## src/rtl/twiddle_sched.sv

```systemverilog
// Twiddle-factor scheduler: streams one ROM twiddle per butterfly over valid/ready, stage by stage.
// Define TWIDDLE_SCHED_DIF_EN for decimation-in-frequency address ordering (DIT otherwise).
module twiddle_sched #(
    parameter int unsigned LOG2N = 10,
    parameter int unsigned AW    = LOG2N - 1,
    parameter int unsigned SW    = $clog2(LOG2N)
) (
    input  logic          i_clk,
    input  logic          i_rst,
    input  logic          i_start,
    input  logic          i_tw_ready,
    output logic          o_rom_rd_en,
    output logic [AW-1:0] o_rom_rd_addr,
    output logic          o_tw_valid,
    output logic [SW-1:0] o_tw_stage,
    output logic [AW-1:0] o_tw_idx,
    output logic          o_tw_last,
    output logic          o_busy,
    output logic          o_done
);
    localparam logic [SW-1:0] LAST_S = SW'(LOG2N - 1);
    localparam logic [AW-1:0] LAST_J = AW'((1 << (LOG2N - 1)) - 1);

    typedef enum logic [1:0] {IDLE, RUN, DRAIN} state_t;

    state_t        state_q;
    logic [SW-1:0] s_q;
    logic [AW-1:0] j_q;
    logic [AW-1:0] hold_addr_q;

    logic          adv_c;
    logic          final_c;
    logic [AW:0]   mask_c;
    logic [AW-1:0] addr_c;

    // Twiddle address for the element at the issue counters.
    always_comb begin
        mask_c = '0;
        addr_c = '0;
`ifdef TWIDDLE_SCHED_DIF_EN
        mask_c = ((AW+1)'(1) << (LAST_S - s_q)) - (AW+1)'(1);
        addr_c = (j_q & mask_c[AW-1:0]) << s_q;
`else
        mask_c = ((AW+1)'(1) << s_q) - (AW+1)'(1);
        addr_c = (j_q & mask_c[AW-1:0]) << (LAST_S - s_q);
`endif
    end

    assign adv_c   = !o_tw_valid || i_tw_ready;
    assign final_c = (s_q == LAST_S) && (j_q == LAST_J);
    assign o_busy  = (state_q != IDLE);

    // While stalled, re-read the presented entry so the ROM output register stays stable.
    assign o_rom_rd_en   = adv_c ? (state_q == RUN) : 1'b1;
    assign o_rom_rd_addr = adv_c ? addr_c : hold_addr_q;

    always_ff @(posedge i_clk or posedge i_rst) begin
        if (i_rst) begin
            state_q     <= IDLE;
            s_q         <= '0;
            j_q         <= '0;
            hold_addr_q <= '0;
            o_tw_valid  <= 1'b0;
            o_tw_stage  <= '0;
            o_tw_idx    <= '0;
            o_tw_last   <= 1'b0;
            o_done      <= 1'b0;
        end else begin
            o_done <= 1'b0;
            if (adv_c) begin
                o_tw_valid  <= (state_q == RUN);
                o_tw_stage  <= s_q;
                o_tw_idx    <= j_q;
                o_tw_last   <= final_c;
                hold_addr_q <= addr_c;
            end
            case (state_q)
                IDLE: begin
                    if (i_start) begin
                        state_q <= RUN;
                        s_q     <= '0;
                        j_q     <= '0;
                    end
                end
                RUN: begin
                    if (adv_c) begin
                        if (final_c) begin
                            state_q <= DRAIN;
                            s_q     <= '0;
                            j_q     <= '0;
                        end else if (j_q == LAST_J) begin
                            j_q <= '0;
                            s_q <= s_q + SW'(1);
                        end else begin
                            j_q <= j_q + AW'(1);
                        end
                    end
                end
                DRAIN: begin
                    if (o_tw_valid && i_tw_ready && o_tw_last) begin
                        state_q <= IDLE;
                        o_done  <= 1'b1;
                    end
                end
                default: state_q <= IDLE;
            endcase
        end
    end
endmodule

```

## config.mk

```make
export PLATFORM = sky130hd
export DESIGN_NAME = twiddle_sched
export DESIGN_NICKNAME = d
export VERILOG_FILES = /design/src/rtl/twiddle_sched.sv
export SDC_FILE = /design/constraint.sdc
export NUM_CORES = 1
export LEC_CHECK = 0
export CAP_MARGIN = 15
export CELL_PAD_IN_SITES_DETAIL_PLACEMENT = 1
export CELL_PAD_IN_SITES_GLOBAL_PLACEMENT = 1
export CORE_MARGIN = 2
export CORE_UTILIZATION = 45
export CTS_BUF_LIST = sky130_fd_sc_hd__clkbuf_8
export DETAILED_ROUTE_END_ITERATION = 12
export PLACE_DENSITY = 0.92
export SYNTH_ARGS = -nofsm -noshare
export SYNTH_HDL_FRONTEND = slang
export SYNTH_SLANG_ARGS = --single-unit
export TNS_END_PERCENT = 100
```

## constraint.sdc

```tcl
create_clock -name i_clk -period 9.2 [get_ports i_clk]
set_input_delay 1.38 -clock i_clk [delete_from_list [all_inputs] [get_ports i_clk]]
set_output_delay 1.38 -clock i_clk [all_outputs]
set_load 0.01 [all_outputs]
```

Word level (Yosys, flattened, before mapping)
Cells that the tools add are included.
{ "classes": {"n_mux": 19, "n_eq_ne": 9, "n_shift": 2, "reduce_logical": 11, "n_addsub": 4, "bitwise_logic": 1} }
{ "op_table": {"columns": ["op", "count"], "rows": [
  ["$mux 9", 5],
  ["$pmux 9 s2", 1],
  ["$mux 4", 4],
  ["$add 9x1->9 const B", 1],
  ["$and 9x9->9", 1],
  ["$eq 9x9->1 const B", 1],
  ["$shl 1x4->9 const A", 1],
  ["$shl 9x4->9", 1],
  ["$sub 9x2->9 const B", 1],
  ["$mux 2", 4],
  ["$ne 2x2->1 const B", 4],
  ["$pmux 4 s2", 1],
  ["$reduce_and 4->1", 2],
  ["$pmux 2 s3", 1],
  ["$add 4x1->4 const B", 1],
  ["$eq 4x4->1 const B", 1],
  ["$reduce_bool 2->1", 2],
  ["$sub 4x4->4 const A", 1],
  ["$logic_and 1x1->1", 3],
  ["$mux 1", 3],
  ["$ne 3x2->1 const B", 1],
  ["$reduce_and 3->1", 1],
  ["$eq 2x1->1 const B", 1],
  ["$eq 2x2->1 const B", 1],
  ["3 further kinds", 3]
]} }
{ "totals": {"inputBits": 4, "reg_bits": 40} }

Depth between registers and ports, before layout
{ "depth": {"word_depth": 5, "depth_mapped": 13} }

Worst setup path before layout
OpenSTA, ideal clock, no wires.
{ "synth_path": {"kind": "register to output", "from": "register s_q[0]", "to": "output o_rom_rd_addr[4]", "path_stages_with_launch": 14, "slack_ns": 5.291, "t_arrival_ns": 2.529, "path_buffers": 3, "required_ns": 7.820, "path_cell_list": "dfrtp_1 buf_2 clkinv_1 ha_1 buf_4 nand2_1 ha_1 buf_2 nand2b_1 mux2i_1 a41o_1 a311o_1 o22ai_1 o21ai_0"} }
{ "synth_via": {"elab_chain_len": 5, "word_cells_on_any_way": 6, "cone_classes": "add/sub (2); shift (2); mux (1); bitwise (1)"} }
{ "synth_rtl": {"columns": ["element", "line", "text"], "rows": [
  ["start: declaration", "27", "logic [SW-1:0] s_q;"],
  ["start signal: assignment", "93", "s_q <= s_q + SW'(1);"],
  ["$shl 1x4->9", "44", "mask_c = ((AW+1)'(1) << s_q) - (AW+1)'(1);"],
  ["$sub 9x2->9", "44", null],
  ["$and 9x9->9", "45", "addr_c = (j_q & mask_c[AW-1:0]) << (LAST_S - s_q);"],
  ["$shl 9x4->9 *", "45", null],
  ["$mux 9 *", "55", "assign o_rom_rd_addr = adv_c ? addr_c : hold_addr_q;"],
  ["end: declaration", "13", "output logic [AW-1:0] o_rom_rd_addr,"]
]} }
Every way passes the cells marked *; elsewhere a longest branch is shown, timed or not.

Worst setup path in the final report
Same ends and word-level chain as after synthesis.

==> run_results.csv <==
group,metric,value,unit
run_status,outcome,"completed",
yosys,syn_nets,282,
timing,timing.final.crit_share,61.5,%
timing,worstMarginPinSlew,0.778,ns
floorplan,design.core.area,5040,um2
layout,final_common_cell,"nand2_1",
floorplan,die-area,5770,um2
placement,dp_slack,3.96,ns
grt,grt_max_degree,41,
yosys,async_reset_ff_share,100,%
worst_setup_path,start_kind,"flip-flop",
min_path,hp-class,"reg2reg",
job,maxCapViolations,0,
floorplan,io_pins,31,
worst_setup_path,path_max_fanout,20,
yosys,yosys_warnings,0,
power,p_leak,1.23,nW
layout,area_growth,18.5,%
layout,layout_common_cells,"nand2_1 (56), dfrtp_1 (40), clkdlybuf4s50_1 (30)",
yosys,syn_area_per_cell,8.73,um2
timing,report.final.slew_viol_count,0,
layout,regArea,1000,um2
yosys,synth_cell_type_count,53,
yosys,yosys_most_used_dff,"dfrtp_1",
clocking,cts_sinks,40,
power,p_per_area,201,nW/um2
yosys,synth-seq-cells,40,
yosys,netlist.area_leader.share,43.0,%
worst_setup_path,timing.critical_path.mode_cell,"ha_1",
yosys,seq_area_frac_synth,43.0,%
yosys,synth_area_leader_cell,"dfrtp_1",
worst_setup_path,critPathRequiredTime,7.82,ns
routing,antenna_left,0,
clocking,cts-root-buf,"clkbuf_8",
clocking,ctsResizeCount,0,
yosys,netlist_instances,267,
routing,via_per_inst,5.84,
routing,first_iter_violations,157,
placement,gpl.final_weighted_congestion,0.868,
placement,dp_hpwl,4.43,mm
routing,wl_per_cell,18.4,um
timing,hold_viol,0,
routing,post-route-drc-count,0,
clocking,numCtsBuffers,5,
yosys,synth_area_leaders,"dfrtp_1 (43%), nand2_1 (9.0%), ha_1 (5.9%)",
timing,setup_ws,3.54,ns
timing,final.min_clock_period,5.66,ns
routing,met2_length,3.31,mm
worst_setup_path,cp-startpoint,"s_q[0]$_DFFE_PP0P_",
timing,max_freq,0.177,GHz
timing,fin_setup_tns,0,ns
clocking,clkSlewWorstSetupHoldPaths,0.08,ns
clocking,ctsHoldBuffers,0,
routing,firstDrtPassIters,4,
power,max-vdd-ir-drop,0.0898,mV
routing,routed_wl,6.58,mm
floorplan,row_count,26,
clocking,clockBufferDepth,2,
min_path,whs_path_depth,2,
power,finalPower,0.555,mW
grt,antenna_found_initial,0,
timing,rsz0062_at_grt,"no",
layout,drive_gt1_share,5.21,%
layout,nets,302,
layout,fillerInstances,601,
worst_setup_path,cp_top_family,"buffers and inverters",
worst_setup_path,cp_slowest_cell,"dfrtp_1",
clocking,clk_latency,0.30,ns
grt,grt_pass1_vias,2253,
grt,grt_pass1_wl,11.4,mm
worst_setup_path,path_class,"reg2out",
layout,multiInputGateArea,1230,um2
yosys,synth_edf_count,0,
worst_setup_path,slowest_delay,0.78,ns
worst_setup_path,r2r_start,"s_q[0]$_DFFE_PP0P_",
worst_setup_path,cp-end-kind,"output pin",
timing,setup_viol,0,
routing,num_vias,2090,
floorplan,start_util,46.2,%
clocking,htree_levels,2,
clocking,post-cts-setup-buffer-count,0,
timing,hold_slack,0.467,ns
timing,clock_skew,0.0104,ns
grt,track_usage,24.4,%
worst_setup_path,r2r_cells,10,
worst_setup_path,crit_buf_inv,2,
floorplan,die-height,76.0,um
worst_setup_path,crit_chain,"clkinv_1 -> ha_1 -> nand2_1 -> ha_1 -> nand2b_1 -> mux2i_1 -> a41o_1 -> a311o_1 -> o22ai_1 -> o21ai_0 -> clkdlybuf4s50_1",
layout,antenna_cells,0,
timing,slew_headroom,47.9,%
placement,numPortBuffers,30,
routing,top_layer,"met4",
routing,wl_met3,243,um
yosys,synth_area,2330,um2
worst_setup_path,cp.arrival,4.28,ns
floorplan,fp.dieW,76.0,um
grt,grt_overflow,0,
worst_setup_path,worst-path-stages,11,
min_path,hold_path.startpoint,"o_tw_idx[0]$_DFFE_PP0N_",
routing,wl_met1,2.85,mm
clocking,cts_tree,"yes",
## worst paths after layout
kind,endpoint,slack (ns)
max in group asynchronous,o_tw_idx[1]$_DFFE_PP0N_,7.32
hold reg to reg,o_tw_idx[0]$_DFFE_PP0N_,0.47
min in group asynchronous,j_q[2]$_DFFE_PP0P_,1.52
setup reg to reg,hold_addr_q[4]$_DFF_PP0_,5.59
setup / recovery,o_rom_rd_addr[4],3.54
hold / removal,o_tw_idx[0]$_DFFE_PP0N_,0.47
## cells in the mapped netlist, drive strengths merged, types with 5 or more instances
| cell | instances |
|---|---|
| ha | 11 |
| nand2 | 56 |
| a21oi | 7 |
| nand2b | 6 |
| o21ai | 20 |
| xor2 | 6 |
| buf | 8 |
| dfrtp | 40 |
| clkbuf | 11 |
| nor2 | 22 |
| nand4 | 5 |
## layout make-up
cell class / instances / share of cell area [%]
multi-input combinational: 203 / 44.4
sequential: 40 / 36.2
timing repair buffer: 32 / 11.4
tap: 70 / 3.17
clock buffer: 5 / 2.49
clock inverter: 3 / 1.54
inverter: 5 / 0.680
## layer usage
layer	vias up	GRT usage [%]
met5	-	0
met4	0	10.7
met3	18	3.81
met2	53	42.6
met1	1035	30.0
li1	984	-
## stage by stage
step                cells  utilization, %  instance area, um2
floorplan             267               -                2330
global placement      350            52.6                2650
detailed placement    350            52.6                2650
CTS                   358            54.8                2760
global route          358            54.8                2760
finish                358            54.8                2760
## power by group
group | internal (mW) | leakage [nW] | switching (mW) | total (mW)
sequential | 0.203 | 0.519 | 0.0421 | 0.246
clock | 0.0803 | 0.0541 | 0.0660 | 0.146
combinational | 0.0747 | 0.655 | 0.0885 | 0.163
total | 0.358 | 1.23 | 0.197 | 0.555
## kinds of logic after synthesis
family	after synthesis	share of synthesized area [%]
multiplexers	3	1.29
AO/OA/AOI/OAI	64	19.1
XOR/XNOR	8	3.01
buffers and inverters	24	4.46
adder cells (fa/ha/maj)	11	5.91
AND/OR/NAND/NOR	117	23.3
flip-flops	40	43.0
## flip-flops by register name (all words and copies together) (netlist names)
| signal | count |
|---|---|
| o_done | 1 |
| o_tw_stage | 4 |
| s_q | 4 |
| o_tw_idx | 9 |
| o_tw_last | 1 |
| j_q | 9 |
| hold_addr_q | 9 |
| state_q | 2 |
| o_tw_valid | 1 |
## worst reg2reg max path: stages (launching register included)
cell and delay (ns):
dfrtp_1 0.78, clkinv_1 0.48, ha_1 0.46, nand2_1 0.17
ha_1 0.36, nand2b_1 0.12, mux2i_1 0.16, a41o_1 0.29
a311o_1 0.35, o22ai_1 0.18, o21ai_0 0.13
(Power assumes the default switching activity.)
==> patch 1: new RTL, same settings <==
Change the parameter `LOG2N` from 10 to 11.
--- a/src/rtl/twiddle_sched.sv
+++ b/src/rtl/twiddle_sched.sv
@@ -2,5 +2,5 @@
 // Define TWIDDLE_SCHED_DIF_EN for decimation-in-frequency address ordering (DIT otherwise).
 module twiddle_sched #(
-    parameter int unsigned LOG2N = 10,
+    parameter int unsigned LOG2N = 11,
     parameter int unsigned AW    = LOG2N - 1,
     parameter int unsigned SW    = $clog2(LOG2N)
Interface: changed (resized o_rom_rd_addr and o_tw_idx); port bits go from 31 to 33. The function was not compared with the original's and may differ.
==> patch 1 against the original RTL <==
Area after synthesis increased by 12%. Critical path type unchanged. Sequential cell count increased by 3. Clock skew decreased by 3.6 ps. Cell area increased by 11%. Routed wire length increased by 18%. Highest routed layer unchanged. Critical path depth decreased by 1. Worst setup slack got worse by 320 ps. Largest cell class unchanged.
Power is not compared: it rests on default switching activity, and its combinational part moved more than twofold at a synthesized area within 25%.
==> patch 1: results (changes against the original RTL) <==
{
  "outcome": "complete, no violations",
  "globalRouteTotalUtil": {"value": 0.2678, "change": "+0.02358"},
  "synthMuxAreaShare": {"value": 0.003828, "change": "-0.009062"},
  "fill_cells": {"value": 684, "change": "+14%"},
  "part_of_the_total_power_dissipated_in_sequential_elements": 0.321,
  "met3_length": {"value": 392, "unit": "um", "change": "+61%"},
  "grt_pass1_wl": {"value": 13120, "unit": "um", "change": "+15%"},
  "synth_fa_ha_area_frac": {"value": 0.04306, "change": "-0.01601"},
  "synth_sequential_area_ratio": {"value": 0.4115, "change": "-0.01816"},
  "via_count": {"value": 2377, "change": "+14%"},
  "critPathMaxFanout": {"value": 22, "change": "+10%"},
  "library_cell_contributing_the_largest_single_delay_on_the_critical_path": "sky130_fd_sc_hd__dfrtp_1",
  "post_synth_top_cells": "sky130_fd_sc_hd__nand2_1, sky130_fd_sc_hd__dfrtp_1, sky130_fd_sc_hd__o21ai_0, sky130_fd_sc_hd__nand3_1, sky130_fd_sc_hd__nor2_1",
  "gr-usage-met1": {"value": 0.3324, "change": "+0.03284"},
  "drt_iter0_markers": {"value": 172, "change": "+9.6%"},
  "grt_start_max_net_pins": {"value": 45, "change": "+9.8%"},
  "biggest_cell_delay_along_the_critical_path": {"value": 900, "unit": "ps", "change": "+120 ps"},
  "fin_nets": {"value": 327, "change": "+8.3%"},
  "yosys.area_share.xor_xnor": {"value": 0.04976, "change": "+0.01969"},
  "tightestPinTransition": {"value": 846.8, "unit": "ps", "change": "+68.61 ps"},
  "top_layer": "met4",
  "routed_wl": {"value": 7766, "unit": "um", "change": "+18%"},
  "synth.lib_cells_used.distinct": {"value": 58, "change": "+9.4%"},
  "dpl_worst_slack": {"value": 3588, "unit": "ps", "change": "-368.3 ps"},
  "detailroute.wirelength.met2": {"value": 3890, "unit": "um", "change": "+18%"},
  "weighted_congestion_reported_at_the_end_of_routability_driven_placement": {"value": 0.9266, "change": "+6.8%"},
  "grtUsageMet2": {"value": 0.4517, "change": "+0.02577"},
  "cts-buffers-inserted": {"value": 5, "change": "unchanged"},
  "layout_top_registers": "hold_addr_q: 10 flops, j_q: 10 flops, o_tw_idx: 10 flops",
  "synth-compound-area-share": {"value": 0.1967, "change": "+0.005996"},
  "yosys-top-cells-area": "sky130_fd_sc_hd__dfrtp_1, sky130_fd_sc_hd__nand2_1, sky130_fd_sc_hd__ha_1",
  "worst-endpoint-arrival": {"value": 4600, "unit": "ps", "change": "+320 ps"},
  "wl_met1": {"value": 3280, "unit": "um", "change": "+15%"},
  "grt_util_met3": {"value": 0.05281, "change": "+0.01471"},
  "finalClockSkew": {"value": 6.811, "unit": "ps", "change": "-3.627 ps"},
  "port_buffers": {"value": 32, "change": "+6.7%"},
  "number_of_global_route_vias_before_repair": {"value": 2566, "change": "+14%"}
}
-- patch 1: changes by cell type after synthesis, moves of 4 or more --
cell                       delta
sky130_fd_sc_hd__inv_1        +4
sky130_fd_sc_hd__nor2_1       -9
sky130_fd_sc_hd__a21oi_1      +6
sky130_fd_sc_hd__nand3_1      +9
sky130_fd_sc_hd__o31ai_1      +4
sky130_fd_sc_hd__buf_1        +4
sky130_fd_sc_hd__nor4_1       +6
sky130_fd_sc_hd__clkbuf_1     -7
sky130_fd_sc_hd__nor3_1       +4
sky130_fd_sc_hd__xnor2_1      +6
sky130_fd_sc_hd__nor2b_1      +4
sky130_fd_sc_hd__nand2_1      -5
-- patch 1: final timing paths --
path | from | to | slack, ps | cells past startpoint
min reg2reg | o_tw_idx[0]$_DFFE_PP0N_ | o_tw_idx[0]$_DFFE_PP0N_ | 470 | 2
min | o_tw_idx[0]$_DFFE_PP0N_ | o_tw_idx[0]$_DFFE_PP0N_ | 470 | 2
max in group asynchronous | i_rst | j_q[4]$_DFFE_PP0P_ | 7310 | 3
min in group asynchronous | i_rst | o_tw_idx[4]$_DFFE_PP0N_ | 1510 | 3
max reg2reg | s_q[0]$_DFFE_PP0P_ | hold_addr_q[7]$_DFF_PP0_ | 5390 | 9
max | s_q[0]$_DFFE_PP0P_ | o_rom_rd_addr[7] | 3220 | 10
-- patch 1: layout make-up --
cell class / count / area share
sequential: 43 / 0.3522
timing repair buffer: 34 / 0.1097
multi-input combinational: 221 / 0.4595
inverter: 9 / 0.01106
clock buffer: 5 / 0.02252
tap: 72 / 0.02948
clock inverter: 3 / 0.01556
-- patch 1: per-stage QoR --
stage,std cells,instance area [sq um],hold slack (ps)
floorplan,293,2615,504.1
global placement,379,2939,448.6
detailed placement,379,2939,454.8
CTS,387,3055,476.3
global route,387,3055,520.1
finish,387,3055,469.9
==> patch 2: new RTL, same flow settings <==
Made on the original files. The 3 states of `state_t` get a one-hot encoding in 3 bits.
--- a/src/rtl/twiddle_sched.sv
+++ b/src/rtl/twiddle_sched.sv
@@ -22,5 +22,5 @@
     localparam logic [AW-1:0] LAST_J = AW'((1 << (LOG2N - 1)) - 1);
 
-    typedef enum logic [1:0] {IDLE, RUN, DRAIN} state_t;
+    typedef enum logic [2:0] {IDLE = 3'b001, RUN = 3'b010, DRAIN = 3'b100} state_t;
 
     state_t        state_q;
Check against the original RTL: same outputs for any inputs over 10 cycles, from zero or initial values and one cycle with i_rst high; not proved beyond that.
==> patch 2 against the original RTL <==
Critical path depth is the same. Final cell count rose by 3.1%. Worst hold slack improved by 7.8 ps. Cell area up 4.5%. Total power rose by 6.8%. Fmax down 4.0%. Clock skew decreased by 1.9 ps. Worst setup slack lost 230 ps. Area after synthesis rose by 5.2%. Routed wire length rose by 8.3%. Sequential cell count increased by 1. Critical path type unchanged.
==> patch 2: results (changes against the original RTL) <==
{
  "routed_wire_length_per_instance": {"value": 19.30, "unit": "um", "change": "+5.0%"},
  "clk_latency": {"value": 300, "unit": "ps", "change": "about the same"},
  "route.detailed.vias_per_inst": {"value": 6.051, "change": "+3.7%"},
  "leakagePower": {"value": 1.264, "unit": "nW", "change": "+2.9%"},
  "grt_util_met3": {"value": 0.04651, "change": "+0.008416"},
  "timing.reg2reg.setup_slack": {"value": 5460, "unit": "ps", "change": "-130 ps"},
  "number_of_global_route_vias_before_repair": {"value": 2308, "change": "+2.4%"},
  "fin_nets": {"value": 313, "change": "+3.6%"},
  "cts.reportedPaths.clkPinSlew": {"value": 80, "unit": "ps", "change": "about the same"},
  "reg2reg_from": "s_q[1]$_DFFE_PP0P_",
  "final_layout_size_suffix_gt1_frac": {"value": 0.07692, "change": "+0.02484"},
  "grtUsageMet2": {"value": 0.4267, "change": "+0.0008313"},
  "weighted_congestion_reported_at_the_end_of_routability_driven_placement": {"value": 0.8596, "change": "-0.91%"},
  "synth_sequential_area_ratio": {"value": 0.4193, "change": "-0.01034"},
  "library_cell_contributing_the_largest_single_delay_on_the_critical_path": "sky130_fd_sc_hd__clkdlybuf4s50_1",
  "detailroute.wirelength.met2": {"value": 3623, "unit": "um", "change": "+9.6%"},
  "critPathMaxFanout": {"value": 13, "change": "-35%"},
  "globalRouteTotalUtil": {"value": 0.2475, "change": "+0.003257"},
  "grt_start_max_net_pins": {"value": 42, "change": "+2.4%"},
  "fill_cells": {"value": 605, "change": "+0.67%"},
  "met3_length": {"value": 236, "unit": "um", "change": "-2.9%"},
  "biggest_cell_delay_along_the_critical_path": {"value": 590, "unit": "ps", "change": "-190 ps"},
  "placed_area": {"value": 0.002774, "unit": "sq mm", "change": "+4.7%"},
  "wl_met1": {"value": 3001, "unit": "um", "change": "+5.2%"},
  "irDropWorstVdd": {"value": 0.0001345, "unit": "V", "change": "+50%"},
  "grt_pass1_wl": {"value": 11660, "unit": "um", "change": "+2.1%"},
  "cts_resized": {"value": 0, "change": "unchanged"},
  "gr-usage-met1": {"value": 0.2943, "change": "-0.005202"},
  "synth.lib_cells_used.distinct": {"value": 60, "change": "+13%"},
  "post_synth_top_cells": "sky130_fd_sc_hd__nand2_1, sky130_fd_sc_hd__dfrtp_1, sky130_fd_sc_hd__nor2_1, sky130_fd_sc_hd__o21ai_0, sky130_fd_sc_hd__nand3_1",
  "drt_iter0_markers": {"value": 198, "change": "+26%"},
  "timing.slew.headroom": {"value": 0.3942, "change": "-0.08504"},
  "yosys-top-cells-area": "sky130_fd_sc_hd__dfrtp_1, sky130_fd_sc_hd__nand2_1, sky130_fd_sc_hd__ha_1",
  "synth.net_count": {"value": 291, "change": "+3.2%"},
  "r2r-end": "hold_addr_q[7]$_DFF_PP0_",
  "cp-endpoint": "o_rom_rd_addr[7]",
  "hpwlAfterDp": {"value": 5131, "unit": "um", "change": "+16%"},
  "outcome": "complete, no violations"
}
-- patch 2: cell count changes after synthesis, moves of 3 or more --
cell,before,now
sky130_fd_sc_hd__buf_2,5,2
sky130_fd_sc_hd__o21ai_0,19,16
sky130_fd_sc_hd__nand3_1,4,15
sky130_fd_sc_hd__inv_1,3,8
sky130_fd_sc_hd__xnor2_1,2,6
sky130_fd_sc_hd__nand2_1,56,47
sky130_fd_sc_hd__o31ai_1,1,5
-- patch 2: cell families after synthesis --
| family | share of synthesized area |
|---|---|
| DFF | 0.4193 |
| xor gates and xnor gates | 0.03575 |
| and+or+nand+nor | 0.2533 |
| adders and majority gates | 0.05618 |
| muxes | 0.02707 |
| buffers and inverters | 0.04699 |
| AOI/OAI and AO/OA | 0.1614 |
-- patch 2: per-stage QoR --
stage | power, mW | setup WS, ps | cells | hold WS [ps] | util
finish | 0.5929 | 3305 | 369 | 475.3 | 0.5578
global route | 0.6279 | 3112 | 369 | 516.9 | 0.5578
CTS | 0.5963 | 3412 | 369 | 481.7 | 0.5578
detailed placement | 0.4478 | 3751 | 361 | 462.7 | 0.5363
global placement | 0.4305 | 4181 | 361 | 449.3 | 0.5363
floorplan | 0.3768 | 4683 | 276 | 507.0 | -
-- patch 2: report_power, final --
group	total [mW]	switching [mW]	internal (mW)
Combinational	0.219	0.132	0.0876
Sequential	0.230	0.0318	0.198
Clock	0.144	0.0638	0.0804
-- patch 2: area by class of cell --
type / count / area, sq um / area share
multi-input cells: 209 / 1310 / 0.4540
inverters: 9 / 33.78 / 0.01171
well taps: 70 / 87.58 / 0.03036
repair buffers: 32 / 315.3 / 0.1093
flip-flops and latches: 41 / 1027 / 0.3560
clock inverters: 3 / 42.54 / 0.01474
clock buffers: 5 / 68.82 / 0.02385
